`config.mk`:
```
export PLATFORM = sky130hd
export DESIGN_NAME = fifo_wr_arbiter_flat
export DESIGN_NICKNAME = d
export VERILOG_FILES = /design/src/rtl/fifo_wr_arbiter_if.sv /design/src/rtl/fifo_wr_arbiter.sv /design/src/flat_wrapper.sv
export SDC_FILE = /design/constraint.sdc
export NUM_CORES = 1
export LEC_CHECK = 0
export ABC_CLOCK_PERIOD_IN_PS = 2710
export BUFFER_PORTS_ARGS = -buffer_cell sky130_fd_sc_hd__buf_2
export CAP_MARGIN = 0
export CORE_MARGIN = 5
export CORE_UTILIZATION = 42
export CTS_CLUSTER_DIAMETER = 80
export DETAILED_ROUTE_END_ITERATION = 10
export GPL_TIMING_DRIVEN = 0
export PLACE_DENSITY = 0.79
export SETUP_SLACK_MARGIN = 0.02
export SLEW_MARGIN = 30
export SYNTH_ARGS = -nofsm -noshare
export SYNTH_HDL_FRONTEND = slang
export SYNTH_SLANG_ARGS = --single-unit
```
`constraint.sdc`:
```
create_clock -name wclk -period 2.71 [get_ports wclk]
set_clock_uncertainty 0.2 [all_clocks]
set_input_delay 0.271 -clock wclk [delete_from_list [all_inputs] [get_ports wclk]]
set_output_delay 0.271 -clock wclk [all_outputs]
set_load 0.01 [all_outputs]
```
`src/rtl/fifo_wr_arbiter_if.sv`:
```
// Requester/FIFO-write bundle for the packet write arbiter.
// The requester side drives beats and wfull; the arbiter side returns grants and FIFO writes.
interface fifo_wr_arbiter_if #(
    parameter int NREQ  = 4,
    parameter int DSIZE = 8
);
    localparam int OW = $clog2(NREQ);

    logic [NREQ-1:0]       req;
    logic [NREQ-1:0]       req_last;
    logic [NREQ*DSIZE-1:0] req_data;
    logic [NREQ-1:0]       gnt;
    logic                  wfull;
    logic                  winc;
    logic [DSIZE-1:0]      wdata;
    logic [OW-1:0]         owner;
    logic                  busy;
    logic                  tout_err;

    modport master (
        output req, req_last, req_data, wfull,
        input  gnt, winc, wdata, owner, busy, tout_err
    );

    modport slave (
        input  req, req_last, req_data, wfull,
        output gnt, winc, wdata, owner, busy, tout_err
    );
endinterface

```
`src/rtl/fifo_wr_arbiter.sv`:
```
// Round-robin packet arbiter feeding one FIFO write port: an owner keeps the port for a whole
// packet, with a watchdog that forcibly releases an owner that stalls mid-packet.
module fifo_wr_arbiter #(
    parameter int NREQ  = 4,
    parameter int DSIZE = 8,
    parameter int TOUT  = 16
) (
    input  logic          wclk,
    input  logic          wrst,
    fifo_wr_arbiter_if.slave bus
);
    localparam int OW = $clog2(NREQ);
    localparam int CW = $clog2(TOUT);

    typedef enum logic [0:0] {
        IDLE = 1'b0,
        XFER = 1'b1
    } state_t;

    state_t          state_r;
    logic [OW-1:0]   rr_ptr_r;
    logic [OW-1:0]   owner_r;
    logic [CW-1:0]   idle_cnt_r;
    logic            busy_r;
    logic            tout_err_r;

    logic            own_req_s;
    logic            own_last_s;
    logic            beat_s;
    logic            idle_cyc_s;
    logic            tout_s;
    logic [OW-1:0]   nxt_ptr_s;
    logic [OW-1:0]   pick_s;
    logic            found_s;
    logic            hit_s;
    logic [OW:0]     sum_s;
    logic [OW-1:0]   idx_s;
    logic [DSIZE-1:0] wdata_s;

    // Owner-side qualifiers: accepted beat, counted idle cycle, watchdog expiry, next pointer.
    always_comb begin
        own_req_s  = bus.req[owner_r];
        own_last_s = bus.req_last[owner_r];
        beat_s     = (state_r == XFER) && own_req_s && !bus.wfull;
        idle_cyc_s = (state_r == XFER) && !own_req_s && !bus.wfull;
        tout_s     = idle_cyc_s && (idle_cnt_r == CW'(TOUT - 1));
        nxt_ptr_s  = (owner_r == OW'(NREQ - 1)) ? OW'(0) : owner_r + OW'(1);
    end

    // Rotating search: first requester at or after rr_ptr, wrapping modulo NREQ.
    always_comb begin
        pick_s  = rr_ptr_r;
        found_s = 1'b0;
        hit_s   = 1'b0;
        sum_s   = (OW+1)'(0);
        idx_s   = OW'(0);
        for (int k = 0; k < NREQ; k++) begin
            sum_s   = {1'b0, rr_ptr_r} + (OW+1)'(k);
            idx_s   = (sum_s >= (OW+1)'(NREQ)) ? OW'(sum_s - (OW+1)'(NREQ)) : OW'(sum_s);
            hit_s   = !found_s && bus.req[idx_s];
            pick_s  = hit_s ? idx_s : pick_s;
            found_s = found_s | hit_s;
        end
    end

    // Write-data mux from the current owner's lane.
    always_comb begin
        wdata_s = DSIZE'(0);
        for (int i = 0; i < NREQ; i++) begin
            if (OW'(i) == owner_r) begin
                wdata_s = bus.req_data[i*DSIZE +: DSIZE];
            end else begin
                wdata_s = wdata_s;
            end
        end
    end

    // Grant and write strobe are combinational so a beat moves in the same cycle it is offered.
    always_comb begin
        bus.gnt      = beat_s ? (NREQ'(1) << owner_r) : NREQ'(0);
        bus.winc     = beat_s;
        bus.wdata    = wdata_s;
        bus.owner    = owner_r;
        bus.busy     = busy_r;
        bus.tout_err = tout_err_r;
    end

    // Arbitration FSM with owner-idle watchdog.
    always_ff @(posedge wclk or posedge wrst) begin
        if (wrst) begin
            state_r    <= IDLE;
            rr_ptr_r   <= OW'(0);
            owner_r    <= OW'(0);
            idle_cnt_r <= CW'(0);
            busy_r     <= 1'b0;
            tout_err_r <= 1'b0;
        end else begin
            tout_err_r <= 1'b0;
            case (state_r)
                IDLE: begin
                    idle_cnt_r <= CW'(0);
                    if (found_s) begin
                        owner_r <= pick_s;
                        busy_r  <= 1'b1;
                        state_r <= XFER;
                    end else begin
                        busy_r  <= 1'b0;
                    end
                end
                XFER: begin
                    if (beat_s && own_last_s) begin
                        state_r    <= IDLE;
                        busy_r     <= 1'b0;
                        rr_ptr_r   <= nxt_ptr_s;
                        idle_cnt_r <= CW'(0);
                    end else if (tout_s) begin
                        state_r    <= IDLE;
                        busy_r     <= 1'b0;
                        rr_ptr_r   <= nxt_ptr_s;
                        tout_err_r <= 1'b1;
                        idle_cnt_r <= CW'(0);
                    end else if (own_req_s) begin
                        idle_cnt_r <= CW'(0);
                    end else if (idle_cyc_s && (idle_cnt_r != CW'(TOUT - 1))) begin
                        idle_cnt_r <= idle_cnt_r + CW'(1);
                    end else begin
                        idle_cnt_r <= idle_cnt_r;
                    end
                end
                default: begin
                    state_r <= IDLE;
                    busy_r  <= 1'b0;
                end
            endcase
        end
    end
endmodule

```
`src/flat_wrapper.sv`:
```
// flat-port wrapper written by rule: the top's interface ports become plain ports
module fifo_wr_arbiter_flat 
#(
    parameter int NREQ  = 4,
    parameter int DSIZE = 8,
    parameter int TOUT  = 16
)
  (wclk, wrst, bus_req, bus_req_last, bus_req_data, bus_wfull, bus_gnt, bus_winc, bus_wdata, bus_owner, bus_busy, bus_tout_err);
  fifo_wr_arbiter_if #(.NREQ(NREQ), .DSIZE(DSIZE)) bus_i ();
  input  logic wclk;
  input  logic wrst;
  input wire logic [$bits(bus_i.req)-1:0] bus_req;
  input wire logic [$bits(bus_i.req_last)-1:0] bus_req_last;
  input wire logic [$bits(bus_i.req_data)-1:0] bus_req_data;
  input wire logic [$bits(bus_i.wfull)-1:0] bus_wfull;
  output wire logic [$bits(bus_i.gnt)-1:0] bus_gnt;
  output wire logic [$bits(bus_i.winc)-1:0] bus_winc;
  output wire logic [$bits(bus_i.wdata)-1:0] bus_wdata;
  output wire logic [$bits(bus_i.owner)-1:0] bus_owner;
  output wire logic [$bits(bus_i.busy)-1:0] bus_busy;
  output wire logic [$bits(bus_i.tout_err)-1:0] bus_tout_err;
  assign bus_i.req = bus_req;
  assign bus_i.req_last = bus_req_last;
  assign bus_i.req_data = bus_req_data;
  assign bus_i.wfull = bus_wfull;
  assign bus_gnt = bus_i.gnt;
  assign bus_winc = bus_i.winc;
  assign bus_wdata = bus_i.wdata;
  assign bus_owner = bus_i.owner;
  assign bus_busy = bus_i.busy;
  assign bus_tout_err = bus_i.tout_err;
  fifo_wr_arbiter #(.NREQ(NREQ), .DSIZE(DSIZE), .TOUT(TOUT)) u_core (.wclk(wclk), .wrst(wrst), .bus(bus_i));
endmodule
```
Word-level counts from Yosys, hierarchy flattened
Cells that the tools add are included.
{"block": "totals", "reg_bits": 11, "input_bits": 43, "output_inout_bits": 17, "wordCells": 99}
{"block": "op_classes", "addsub": 9, "magnitude_cmp": 9, "n_eq_ne": 8, "shift": 1, "mux": 43, "n_bitwise": 4, "n_reduce_logical": 19}
{"operator": "2-to-1 mux 8 bit", "n": 4}
{"operator": "2-to-1 mux 2 bit", "n": 11}
{"operator": "2-to-1 mux 4 bit", "n": 5}
{"operator": "< comparator 2 x 3 -> 1 bit (second input constant)", "n": 5}
{"operator": "2-to-1 mux 1 bit", "n": 14}
{"operator": "binary-select mux 1 bit (select 2 bit)", "n": 6}
{"operator": "logical AND 1 bit", "n": 10}
{"operator": "greater-or-equal comparator 3 bit (second input constant)", "n": 3}
{"operator": "case mux 4 bit (2 select lines)", "n": 1}
{"operator": "subtractor 2 x 1 -> 2 bit (second input constant)", "n": 4}
{"operator": "adder 2 x 2 -> 3 bit (second input constant)", "n": 2}
{"operator": "zero test 1 bit", "n": 5}
{"operator": "!= test 5 bit (second input constant)", "n": 1}
{"operator": "adder 4 x 1 -> 4 bit (second input constant)", "n": 1}
{"operator": "equality test 2 bit (first input constant)", "n": 2}
{"operator": "equality test 4 bit (second input constant)", "n": 1}
{"operator": "!= test 4 bit (second input constant)", "n": 1}
{"operator": "case mux 1 bit (2 select lines)", "n": 2}
{"operator": "AND reduction 2 bit", "n": 2}
{"operator": "<< shifter 1 x 2 -> 4 bit (first input constant)", "n": 1}
{"operator": "adder 2 x 1 -> 3 bit (second input constant)", "n": 1}
{"operator": "greater-or-equal comparator 2 x 3 -> 1 bit (second input constant)", "n": 1}
{"operator": "!= test 3 bit (second input constant)", "n": 1}
{"operator": "bitwise OR 1 bit", "n": 3}
{"operator": "6 further kinds", "n": 6}

Logic depth before layout (Yosys ltp)
{"block": "logic_depth", "word_depth": 15, "depth_mapped": 7, "depth_no_buf": 5}

Least setup slack after synthesis
OpenSTA, ideal clock, no wires.
{"block": "synth_path", "path_type": "flip-flop to output port", "from": "register u_core.owner_r[1], in the netlist u_core.bus.owner[1]", "to": "output bus_wdata[0]", "t_arrival_ps": 1691, "required_time_ps": 2239, "path_slack_ps": 548, "path_stages_with_launch": 8, "path_buffers": 2, "path_cell_list": "dfrtp_1 > inv_1 > ha_1 > clkbuf_1 > nor2b_1 > clkbuf_1 > a221oi_1 > o31ai_1"}
{"block": "synth_between", "elab_chain_cells": 5, "elab_cells_between_ends": 8, "classes_between": "eq/ne (3); mux (4); reduce/logical (1)"}
{"element": "from (decl)", "line_no": "fifo_wr_arbiter.sv:22", "source": "logic [OW-1:0] owner_r;"}
{"element": "from (signal assigned)", "line_no": "fifo_wr_arbiter.sv:103", "source": "owner_r <= pick_s;"}
{"element": "zero test 2 bit", "line_no": "fifo_wr_arbiter.sv:70", "source": "if (OW'(i) == owner_r) begin"}
{"element": "2-to-1 mux 8 bit (3 in series)", "line_no": "fifo_wr_arbiter.sv:70"}
{"element": "2-to-1 mux 8 bit *", "line_no": "fifo_wr_arbiter.sv:70"}
{"element": "to (decl)", "line_no": "flat_wrapper.sv:18", "source": "output wire logic [$bits(bus_i.wdata)-1:0] bus_wdata;"}
Mark *: on every way between the ends. The rest lies on a longest branch, timed or not.

Worst setup path after layout
{"block": "layout_path", "from": "register u_core.owner_r[1], in the netlist u_core.bus.owner[1]", "to": "output bus_wdata[4]"}
Same word-level chain as after synthesis.

==> flow_metrics.tcl <==
set metrics [dict create \
    htreeDepth 1 \
    ys_seq_area_frac 0.2880 \
    yosysUniqueCellTypes 31 \
    rows 17 \
    switchingPower_mw 0.5485 \
    tns_ps 0 \
    sequentialPowerShare 0.250 \
    grt_use_total 0.1716 \
    timing.final.crit_share 0.9431 \
    antenna_found_initial 0 \
    dieArea_sq_mm 0.003330 \
    clk-insertion-delay-late_ps 260 \
    synth_top_area_cell "dfrtp_1" \
    routed_wl_um 2884 \
    grt_pass1_wl_um 4574 \
    dieHeight_um 57.71 \
    peakVddDrop_mv 0.5112 \
    fillCellCount 196 \
    utilization 0.6037 \
    drtIter0Drc 64 \
    cp-startpoint "u_core.bus.owner[1]" \
    rr_startpoint "u_core.bus.owner[0]" \
    start_util 0.4363 \
    worst-path-max-fanout 10 \
    stdcell_count 203 \
    synthCells 112 \
    cts_buffer_depth 2 \
    numPlacedInstances 199 \
    wl_per_cell_um 14.21 \
    crit_path_end_kind "primary output" \
    path_class "reg -> out" \
    syn_to_final_growth_pct 38.35 \
    post-route-drc-count 0 \
    status "finished, final reports clean" \
    hold_path.class "in -> reg" \
    power_frac_comb 0.655 \
    synth_top_area_frac 0.2880 \
    numClockSinks 11 \
    setup_ws_ps 154.3 \
    place_ws_ps 222.0 \
    crit_path_start_kind "register" \
    multi_input_area_sq_um 643.1 \
    grt_setup_unrepaired "no" \
    gr-total-overflow 0 \
    grt_max_degree 12 \
    clkPwrFrac 0.094 \
    viasPerCell 5.547 \
    p_per_area_mw_per_mm2 896.1 \
    port_buffers 59 \
    total_leakage_power_nw 0.6435 \
    clk_pin_slew_ps 70 \
    setup_viol 0 \
    drv_slew 0 \
    hpwl_um 2326 \
    worstPathRequired_ps 2240 \
    ant_nets 0 \
    layout.area.seq_sq_um 275.3 \
    netlist_area_sq_um 955.9 \
    ios 60 \
    cts_root_buf "clkbuf_4" \
    yosysWarnings 0 \
    placed_cell_area_sq_mm 0.001286 \
    finalPower_mw 1.185 \
    diodes 0 \
    synthTopCellsByArea "dfrtp_1 (29%), nor2b_1 (9.8%), a221oi_1 (7.3%), ha_1 (6.5%), o31ai_1 (6.3%)" \
    worstPathArrival_ps 2080 \
    dr.pass1.iters 5 \
    coreArea_sq_mm 0.002191 \
    drv_cap 0 \
    hold_ws_ps 90.18 \
    finalHoldViolCount 0 \
    synth_nets 160 \
    ys_seq_elements 11 \
    drive_above_1_share 0.3943 \
    route.vias.total 1126 \
    fmax_ghz 0.3913 \
    worstMarginPinSlew_ps 403.8 \
    relSlewSlack 0.7305 \
    design_area_sq_mm 0.001323 \
    hp-start "bus_wfull" \
    fin_nets 224 \
    period_needed_ps 2556 \
    place.gp.congestion 0.8919 \
    grt_pass1_vias 1081 \
    die_x_um 57.71 \
    p_sw_frac 0.4628 \
    cts-buffers-inserted 3 \
    cts_tree "yes" \
    syn_avg_cell_area_sq_um 8.535 \
    p_int_mw 0.6366 \
]
## cells in the final DEF (no fill, tap or decap), drive strengths merged, types with 2 or more instances in the layout
master and count:
and2 4, a21oi 8, dfrtp 11, a221oi 8, o221ai 2, buf 60, mux4 2, inv 5
ha 5, o31ai 8, nor2 6, o21ai 4, nand2b 3, nand2 11, mux2i 2, clkbuf 7
nor3 3, nor2b 15
## power groups by stage
| stage | clock (mW) | combinational (mW) | sequential [mW] |
|---|---|---|---|
| finish | 0.112 | 0.777 | 0.297 |
| detailed placement | 0 | 0.772 | 0.298 |
| global placement | 0 | 0.742 | 0.292 |
| floorplan | 0 | 0.505 | 0.286 |
| CTS | 0.117 | 0.776 | 0.298 |
| global route | 0.123 | 0.847 | 0.306 |
## worst max-delay path, stage by stage (launching register included)
cell	delay, ps
dfrtp_1	480
inv_1	120
ha_1	330
nor2b_1	150
clkbuf_2	210
a221oi_1	110
o31ai_1	230
buf_2	190
## registers in the layout (all words and copies together) (netlist names)
register,cells
u_core.rr_ptr_r,2
u_core.bus.tout_err,1
u_core.idle_cnt_r,4
u_core.bus.busy,1
u_core.state_r,1
u_core.bus.owner,2
## final timing paths
check	endpoint	slack, ps	depth (start not counted)
max in group asynchronous	u_core.bus.owner[1]	1690	3
max reg2reg	u_core.rr_ptr_r[1]	590	4
min	u_core.idle_cnt_r[1]	90	3
min in group asynchronous	u_core.idle_cnt_r[2]	330	3
max	bus_wdata[4]	150	7
min reg2reg	u_core.idle_cnt_r[1]	380	2
## synth_stat cells
cell and n:
nor2b_1 15, dfrtp_1 11, nand2_1 11, a21oi_1 8
a221oi_1 8, o31ai_1 8, ha_1 5, inv_1 5
nor2_1 5, and2_1 4, clkbuf_1 4, o21ai_0 4
nand2b_1 3, nor3_1 3, o221ai_1 2, and3_1 1
buf_1 1, mux2_4 1, mux2i_1 1, mux2i_2 1
mux4_1 1, mux4_2 1, nand3_1 1, nand3b_1 1
nor2_2 1, nor3b_1 1, o22a_1 1, o41ai_1 1
or3_1 1, or4_1 1, xnor2_1 1
## metal layers
| metal | global-route usage | vias to the layer above | wire length, um |
|---|---|---|---|
| li1 | - | 544 | - |
| met1 | 0.2044 | 512 | 1170 |
| met2 | 0.3032 | 70 | 1346 |
| met3 | 0.04232 | 0 | 366 |
| met4 | 0.04967 | 0 | 0 |
| met5 | 0 | - | 0 |
## timing repair
item,CTS,global route
buffers inserted,0,0
gates resized for setup,1,4
hold buffers,1,0
hold endpoints to repair,11,0
pin swaps,0,0
endpoints found under the setup margin,8,8
## cell families (layout without fill, tap and decap cells)
| group | after synthesis | in the layout | synth area share |
|---|---|---|---|
| simple gates | 48 | 48 | 0.2710 |
| compound gates | 32 | 32 | 0.2356 |
| flops | 11 | 11 | 0.2880 |
| buf+inv | 10 | 73 | 0.03926 |
| fa+ha+maj | 5 | 5 | 0.06545 |
| mux | 5 | 5 | 0.09162 |
| xor+xnor | 1 | 1 | 0.009164 |
## layout make-up
type,instances,share of cell area
Multi-Input combinational cell,91,0.4863
Timing Repair Buffer,60,0.2308
Sequential cell,11,0.2081
Tap cell,28,0.02649
Clock buffer,4,0.01987
Buffer,4,0.01419
Inverter,5,0.01419
Power figures use the tool's default switching activity.
